--- config.mk ---
export PLATFORM = sky130hd
export DESIGN_NAME = au_cmp_mag_seq_flat
export DESIGN_NICKNAME = d
export VERILOG_FILES = /design/src/rtl/au_cmp_mag_seq_pkg.sv /design/src/rtl/au_cmp_mag_seq_if.sv /design/src/rtl/au_cmp_mag_seq_chunk.sv /design/src/rtl/au_cmp_mag_seq.sv /design/src/flat_wrapper.sv
export SDC_FILE = /design/constraint.sdc
export NUM_CORES = 1
export LEC_CHECK = 0
export ABC_AREA = 0
export CAP_MARGIN = 10
export CORE_UTILIZATION = 44
export DETAILED_ROUTE_END_ITERATION = 12
export PLACE_DENSITY = 0.71
export SYNTH_ARGS = -nofsm -noshare
export SYNTH_HDL_FRONTEND = slang
export SYNTH_SLANG_ARGS = --single-unit
export TNS_END_PERCENT = 50
--- constraint.sdc ---
create_clock -name clk -period 5 [get_ports clk]
set_input_delay 0.5 -clock clk [delete_from_list [all_inputs] [get_ports clk]]
set_output_delay 0.5 -clock clk [all_outputs]
set_load 0.005 [all_outputs]
--- src/rtl/au_cmp_mag_seq_pkg.sv ---
// ---------------------------------------------------------------------------
// au_cmp_pkg
//
// Shared types and helpers for the multi-cycle magnitude comparator.
//   state_t   : scan FSM state (IDLE, CMP)
//   clog2     : ceiling log2 of a positive integer (0 for n <= 1)
//   idx_width : width of the chunk index, never narrower than one bit
// ---------------------------------------------------------------------------
package au_cmp_pkg;

  typedef enum logic {
    IDLE = 1'b0,
    CMP  = 1'b1
  } state_t;

  function automatic int clog2(input int n);
    int r;
    int v;
    r = 0;
    v = n - 1;
    while (v > 0) begin
      r++;
      v = v >> 1;
    end
    return r;
  endfunction

  // A single-chunk comparator still needs a one-bit index register.
  function automatic int idx_width(input int n);
    return (clog2(n) < 1) ? 1 : clog2(n);
  endfunction

endpackage : au_cmp_pkg

--- src/rtl/au_cmp_mag_seq_if.sv ---
// ---------------------------------------------------------------------------
// au_cmp_mag_seq_if
//
// Request/result bundle of the multi-cycle magnitude comparator.
//   start      : request, honoured only while busy = 0
//   a, b       : WIDTH*NCHUNK-bit operands, captured with an accepted start
//   busy       : comparison in progress
//   done       : one-cycle pulse, result valid from this cycle on
//   lt, eq, gt : registered result, one-hot after the first done
// Modports: master drives the request, slave is the comparator.
// ---------------------------------------------------------------------------
interface au_cmp_mag_seq_if #(
  parameter int WIDTH  = 8,
  parameter int NCHUNK = 4
);

  localparam int W = WIDTH * NCHUNK;

  logic         start;
  logic [W-1:0] a;
  logic [W-1:0] b;
  logic         busy;
  logic         done;
  logic         lt;
  logic         eq;
  logic         gt;

  modport master (
    output start, a, b,
    input  busy, done, lt, eq, gt
  );

  modport slave (
    input  start, a, b,
    output busy, done, lt, eq, gt
  );

endinterface : au_cmp_mag_seq_if

--- src/rtl/au_cmp_mag_seq_chunk.sv ---
// ---------------------------------------------------------------------------
// au_cmp_chunk
//
// Combinational WIDTH-bit chunk comparator.
//   x, y : chunk operands
//   sgn  : 1 = invert the MSB of both operands before comparing, which turns
//          an unsigned compare into a two's-complement compare of the
//          sign-carrying chunk
//   c_lt : x < y
//   c_eq : x == y
// ---------------------------------------------------------------------------
module au_cmp_chunk #(
  parameter int WIDTH = 8
) (
  input  logic [WIDTH-1:0] x,
  input  logic [WIDTH-1:0] y,
  input  logic             sgn,
  output logic             c_lt,
  output logic             c_eq
);

  logic [WIDTH-1:0] msb_mask;
  logic [WIDTH-1:0] x_m;
  logic [WIDTH-1:0] y_m;

  // Built bit-wise so that WIDTH = 1 needs no zero-width replication.
  always_comb begin
    // NOTE: every combinationally assigned variable gets a default first so
    // no path through the block leaves it unassigned (which would be a latch).
    msb_mask            = '0;
    msb_mask[WIDTH-1]   = sgn;
  end

  assign x_m  = x ^ msb_mask;
  assign y_m  = y ^ msb_mask;
  assign c_lt = (x_m < y_m);
  assign c_eq = (x_m == y_m);

endmodule : au_cmp_chunk

--- src/rtl/au_cmp_mag_seq.sv ---
// ---------------------------------------------------------------------------
// au_cmp_mag_seq
//
// Multi-cycle magnitude/equality comparator for WIDTH*NCHUNK-bit operands.
// Scans one WIDTH-bit chunk per cycle, most-significant chunk first, and
// finishes at the first differing chunk (or after chunk 0 when all match).
//
// Parameters:
//   WIDTH  : chunk width in bits (>= 1)
//   NCHUNK : chunks per operand (>= 1)
//   TC     : 0 = unsigned compare, 1 = two's-complement compare
// Ports:
//   clk    : clock, rising edge
//   rst_n  : asynchronous active-low reset, aborts any operation
//   bus    : au_cmp_mag_seq_if slave (start/a/b in, busy/done/lt/eq/gt out)
// All outputs are registers.
// ---------------------------------------------------------------------------
module au_cmp_mag_seq
  import au_cmp_pkg::*;
#(
  parameter int WIDTH  = 8,
  parameter int NCHUNK = 4,
  parameter int TC     = 0
) (
  input  logic              clk,
  input  logic              rst_n,
  au_cmp_mag_seq_if.slave   bus
);

  localparam int W  = WIDTH * NCHUNK;
  localparam int IW = idx_width(NCHUNK);
  localparam logic [IW-1:0] IDX_TOP = IW'(NCHUNK - 1);

  // Elaboration-time parameter sanity check.
  if (WIDTH < 1) begin : g_bad_width
    $error("au_cmp_mag_seq: WIDTH must be >= 1 (got %0d)", WIDTH);
  end
  if (NCHUNK < 1) begin : g_bad_nchunk
    $error("au_cmp_mag_seq: NCHUNK must be >= 1 (got %0d)", NCHUNK);
  end

  state_t          state;
  logic [IW-1:0]   idx;
  logic [W-1:0]    a_q;
  logic [W-1:0]    b_q;
  logic            busy_q;
  logic            done_q;
  logic            lt_q;
  logic            eq_q;
  logic            gt_q;

  logic            accept;
  logic [WIDTH-1:0] x_c;
  logic [WIDTH-1:0] y_c;
  logic            sgn_c;
  logic            c_lt;
  logic            c_eq;
  logic            last;

  assign accept = (state == IDLE) && bus.start;

  // Operand capture. These registers only carry data that is consumed after
  // a capture, so they need no reset value.
  // NOTE: datapath storage that is always written before it is read is left
  // out of the reset; only control state and visible outputs are reset.
  always_ff @(posedge clk) begin
    if (accept) begin
      a_q <= bus.a;
      b_q <= bus.b;
    end
  end

  // Chunk mux: select chunk idx of both captured operands.
  always_comb begin
    x_c = '0;
    y_c = '0;
    for (int i = 0; i < NCHUNK; i++) begin
      if (idx == IW'(i)) begin
        x_c = a_q[i*WIDTH +: WIDTH];
        y_c = b_q[i*WIDTH +: WIDTH];
      end
    end
  end

  // Only the top chunk holds the sign bit.
  assign sgn_c = (TC != 0) && (idx == IDX_TOP);

  au_cmp_chunk #(
    .WIDTH (WIDTH)
  ) u_chunk (
    .x    (x_c),
    .y    (y_c),
    .sgn  (sgn_c),
    .c_lt (c_lt),
    .c_eq (c_eq)
  );

  // The scan ends on the first mismatching chunk or after the lowest one.
  assign last = !c_eq || (idx == '0);

  // FSM, index counter and result registers.
  // NOTE: state is updated with non-blocking assignments so every register
  // samples the pre-edge values, independent of statement order.
  always_ff @(posedge clk or negedge rst_n) begin
    if (!rst_n) begin
      state  <= IDLE;
      idx    <= '0;
      busy_q <= 1'b0;
      done_q <= 1'b0;
      lt_q   <= 1'b0;
      eq_q   <= 1'b0;
      gt_q   <= 1'b0;
    end else begin
      done_q <= 1'b0;
      unique case (state)
        IDLE: begin
          if (bus.start) begin
            idx    <= IDX_TOP;
            busy_q <= 1'b1;
            state  <= CMP;
          end
        end
        CMP: begin
          if (last) begin
            lt_q   <= c_lt;
            eq_q   <= c_eq;
            gt_q   <= !c_lt && !c_eq;
            done_q <= 1'b1;
            busy_q <= 1'b0;
            state  <= IDLE;
          end else begin
            idx <= idx - 1'b1;
          end
        end
        default: begin
          state  <= IDLE;
          busy_q <= 1'b0;
        end
      endcase
    end
  end

  assign bus.busy = busy_q;
  assign bus.done = done_q;
  assign bus.lt   = lt_q;
  assign bus.eq   = eq_q;
  assign bus.gt   = gt_q;

endmodule : au_cmp_mag_seq

--- src/flat_wrapper.sv ---
// flat-port wrapper written by rule: the top's interface ports become plain ports
module au_cmp_mag_seq_flat import au_cmp_pkg::*;
#(
  parameter int WIDTH  = 8,
  parameter int NCHUNK = 4,
  parameter int TC     = 0
)
  (clk, rst_n, bus_start, bus_a, bus_b, bus_busy, bus_done, bus_lt, bus_eq, bus_gt);
  au_cmp_mag_seq_if #(.WIDTH(WIDTH), .NCHUNK(NCHUNK)) bus_i ();
  input  logic clk;
  input  logic rst_n;
  input wire logic [$bits(bus_i.start)-1:0] bus_start;
  input wire logic [$bits(bus_i.a)-1:0] bus_a;
  input wire logic [$bits(bus_i.b)-1:0] bus_b;
  output wire logic [$bits(bus_i.busy)-1:0] bus_busy;
  output wire logic [$bits(bus_i.done)-1:0] bus_done;
  output wire logic [$bits(bus_i.lt)-1:0] bus_lt;
  output wire logic [$bits(bus_i.eq)-1:0] bus_eq;
  output wire logic [$bits(bus_i.gt)-1:0] bus_gt;
  assign bus_i.start = bus_start;
  assign bus_i.a = bus_a;
  assign bus_i.b = bus_b;
  assign bus_busy = bus_i.busy;
  assign bus_done = bus_i.done;
  assign bus_lt = bus_i.lt;
  assign bus_eq = bus_i.eq;
  assign bus_gt = bus_i.gt;
  au_cmp_mag_seq #(.WIDTH(WIDTH), .NCHUNK(NCHUNK), .TC(TC)) u_core (.clk(clk), .rst_n(rst_n), .bus(bus_i));
endmodule
==> impl_metrics.sql <==
INSERT INTO impl_metrics (metric_group, metric, value, unit) VALUES
('yosys', 'synth_cell_type_count', '34', ''),
('timing', 'peak_freq', '0.305', 'GHz'),
('clock_network', 'post_cts_hold_buffer_count', '0', ''),
('critical_path', 'crit_type', 'flop to flop', ''),
('routing', 'post_drt_via_cell_ratio', '4.99', ''),
('grt', 'antenna_found_initial', '0', ''),
('grt', 'grt-ovfl-total', '0', ''),
('routing', 'final_antenna_net_count', '0', ''),
('layout', 'mostFrequentLayoutCell', 'sky130_fd_sc_hd__clkdlybuf4s50_1', ''),
('power', 'total_leakage_power', '1.45', 'nW'),
('routing', 'dr.first_iter.drc_count', '64', ''),
('floorplanning', 'starting_density_of_the_core', '45.3', '%'),
('routing', 'avgRoutedWirePerCell', '15.6', 'um'),
('yosys', 'syn_nets', '272', ''),
('layout', 'drive_gt1_share', '16.1', '%'),
('critical_path', 'worstPathArrival', '3.52', 'ns'),
('layout', 'diodes', '0', ''),
('power', 'ir_worst_vdd', '0.214', 'mV'),
('yosys', 'synth.mux.area_fraction', '0.976', '%'),
('clock_network', 'tritoncts_clock_tree', 'built', ''),
('timing', 'timing.slew.headroom', '23.4', '%'),
('routing', 'vias', '1843', ''),
('layout', 'finalInstanceArea', '4060', 'um2'),
('timing', 'timing_hold_violations_final', '0', ''),
('clock_network', 'cts_buffers', '9', ''),
('timing', 'setup_viol', '0', ''),
('layout', 'nets', '347', ''),
('floorplanning', 'die-area', '7330', 'um2'),
('timing', 'hold-worst-slack', '0.412', 'ns'),
('power', 'pwr-share-comb', '9.3', '%'),
('routing', 'route.detailed.drc', '0', ''),
('run_status', 'status', 'completed', ''),
('timing', 'final.min_clock_period', '3.28', 'ns'),
('critical_path', 'critical_path.endpoint_type', 'flop', ''),
('timing', 'unrepaired_setup_endpoints_after_global_routing', 'false', ''),
('place', 'routabilityCongestion', '0.788', ''),
('clock_network', 'post_cts_setup_buffer_count', '0', ''),
('critical_path', 'critical_path.startpoint_type', 'flop', ''),
('clock_network', 'cts-resized-gates', '0', ''),
('yosys', 'post_synthesis_adder_cell_area_fraction', '4.88', '%'),
('critical_path', 'rrSetupSlack', '1.72', 'ns'),
('yosys', 'netlist_area', '3080', 'um2'),
('grt', 'grt_max_degree', '39', ''),
('yosys', 'post_synth_xor_area_fraction', '0', '%'),
('floorplanning', 'io_pins', '72', ''),
('timing', 'final_max_slew_viols', '0', ''),
('layout', 'final_util', '59.8', '%'),
('yosys', 'postSynthAreaPerCell', '15.9', 'um2'),
('timing', 'final.setup_skew', '0.00892', 'ns'),
('power', 'seq_power_share', '57.5', '%'),
('yosys', 'ys_async_sr_fraction', '11.1', '%'),
('clock_network', 'cts.sinks', '72', ''),
('critical_path', 'worst_r2r_startpoint', 'u_core.idx[1]', ''),
('clock_network', 'ctsLongestPathBuffers', '2', ''),
('layout', 'syn_to_final_growth', '31.9', '%'),
('yosys', 'post_synth_edffs', '64', ''),
('clock_network', 'root_buffer', 'sky130_fd_sc_hd__clkbuf_8', ''),
('floorplanning', 'fp.dieW', '85.6', 'um'),
('yosys', 'count_of_synthesis_stage_warnings_from_yosys', '0', ''),
('critical_path', 'worst_setup_path_startpoint', 'u_core.idx[1]', ''),
('critical_path', 'worst_path_most_repeated_cell', 'sky130_fd_sc_hd__ha_1', ''),
('floorplanning', 'core_area', '6790', 'um2'),
('timing', 'timing.final.crit_share', '65.6', '%'),
('yosys', 'post_synth_and_or_nand_nor_area_fraction', '9.27', '%'),
('place', 'numPlacedInstances', '353', ''),
('floorplanning', 'standard_cell_rows', '30', ''),
('clock_network', 'clkTransAtPathRegs', '0.08', 'ns'),
('grt', 'grt_first_pass_wirelength', '9.45', 'mm'),
('power', 'power.density_cell_area', '305', 'nW/um2'),
('timing', 'setup_tns_after_final_layout', '0', 'ns'),
('yosys', 'synthesis.instances', '193', '');
-- kinds of logic after synthesis --
kind of cell / count (synthesis)
compound gates: 44
flops: 72
mux: 3
fa+ha+maj: 12
simple gates: 50
buf+inv: 12
-- state kept, by name, summed over array words and instances (netlist names) --
name             cells
u_core.idx           2
u_core.bus.eq        1
u_core.bus.done      1
u_core.a_q          32
u_core.state         1
u_core.bus.busy      1
u_core.bus.gt        1
u_core.bus.lt        1
u_core.b_q          32
-- cell usage after synthesis (2+ instances only) --
library cell               number  area (um2)
sky130_fd_sc_hd__a21oi_1        9        45.0
sky130_fd_sc_hd__a221oi_1       5        43.8
sky130_fd_sc_hd__a221oi_2      10         150
sky130_fd_sc_hd__buf_1          3        11.3
sky130_fd_sc_hd__buf_4          2        15.0
sky130_fd_sc_hd__clkbuf_1       2        7.51
sky130_fd_sc_hd__dfrtp_1        8         200
sky130_fd_sc_hd__edfxtp_1      64        1920
sky130_fd_sc_hd__ha_1          12         150
sky130_fd_sc_hd__inv_1          2        7.51
sky130_fd_sc_hd__mux2i_1        3        30.0
sky130_fd_sc_hd__nand2_1       11        41.3
sky130_fd_sc_hd__nand4_2        2        25.0
sky130_fd_sc_hd__nor2_1         6        22.5
sky130_fd_sc_hd__nor2b_1       17         106
sky130_fd_sc_hd__nor3_1         8        40.0
sky130_fd_sc_hd__o21ai_0        4        20.0
sky130_fd_sc_hd__o31ai_2        9         113
-- critical path: cells and delay by family (launching register included) --
family / cells / cell delay [ns]
AO/OA/AOI/OAI: 4 / 0.74
flip-flops: 1 / 0.39
adder cells (fa/ha/maj): 2 / 0.86
buffers and inverters: 2 / 0.15
AND/OR/NAND/NOR: 3 / 1.02
-- routing by layer --
| layer | vias up | GRT usage, % | part of all wire (%) |
|---|---|---|---|
| li1 | 908 | - | - |
| met1 | 867 | 20.3 | 43 |
| met2 | 57 | 29.7 | 50 |
| met3 | 11 | 5.97 | 5.2 |
| met4 | 0 | 7.88 | 2.2 |
| met5 | - | 0 | 0 |
-- area by class of cell --
cell class | count | area, um2
Clock buffer | 9 | 124
Tap cell | 96 | 120
Multi-Input combinational cell | 109 | 902
Inverter | 3 | 11.3
Clock inverter | 7 | 55.1
Fill cell | 555 | 2730
Sequential cell | 72 | 2120
Timing Repair Buffer | 73 | 726
-- path summary, 6_finish.rpt --
kind,to,cells after the start
worst max-delay path,u_core.bus.lt,11
worst min-delay path,u_core.bus.eq,1
worst max register to register,u_core.bus.lt,11
worst min register to register,u_core.bus.busy,1
max in group asynchronous,u_core.bus.done,1
min in group clk,u_core.bus.busy,1
-- metrics by stage --
stage,total power [W],setup WS [ns]
after CTS,0.00126,1.65
after global routing,0.00129,1.41
after detailed placement,0.000843,1.70
after global placement,0.000843,1.81
final,0.00124,1.72
after floorplan,0.000766,1.07
-- power groups by stage --
| stage | Sequential, W | Clock [W] | Combinational, W |
|---|---|---|---|
| after CTS | 0.000713 | 0.000426 | 0.000117 |
| after detailed placement | 0.000726 | 0 | 0.000117 |
| final | 0.000713 | 0.000411 | 0.000116 |
| after global routing | 0.000716 | 0.000449 | 0.000127 |
| after floorplan | 0.000723 | 0 | 0.0000425 |
| after global placement | 0.000726 | 0 | 0.000116 |
No activity file was read; power rests on OpenSTA's default activity.
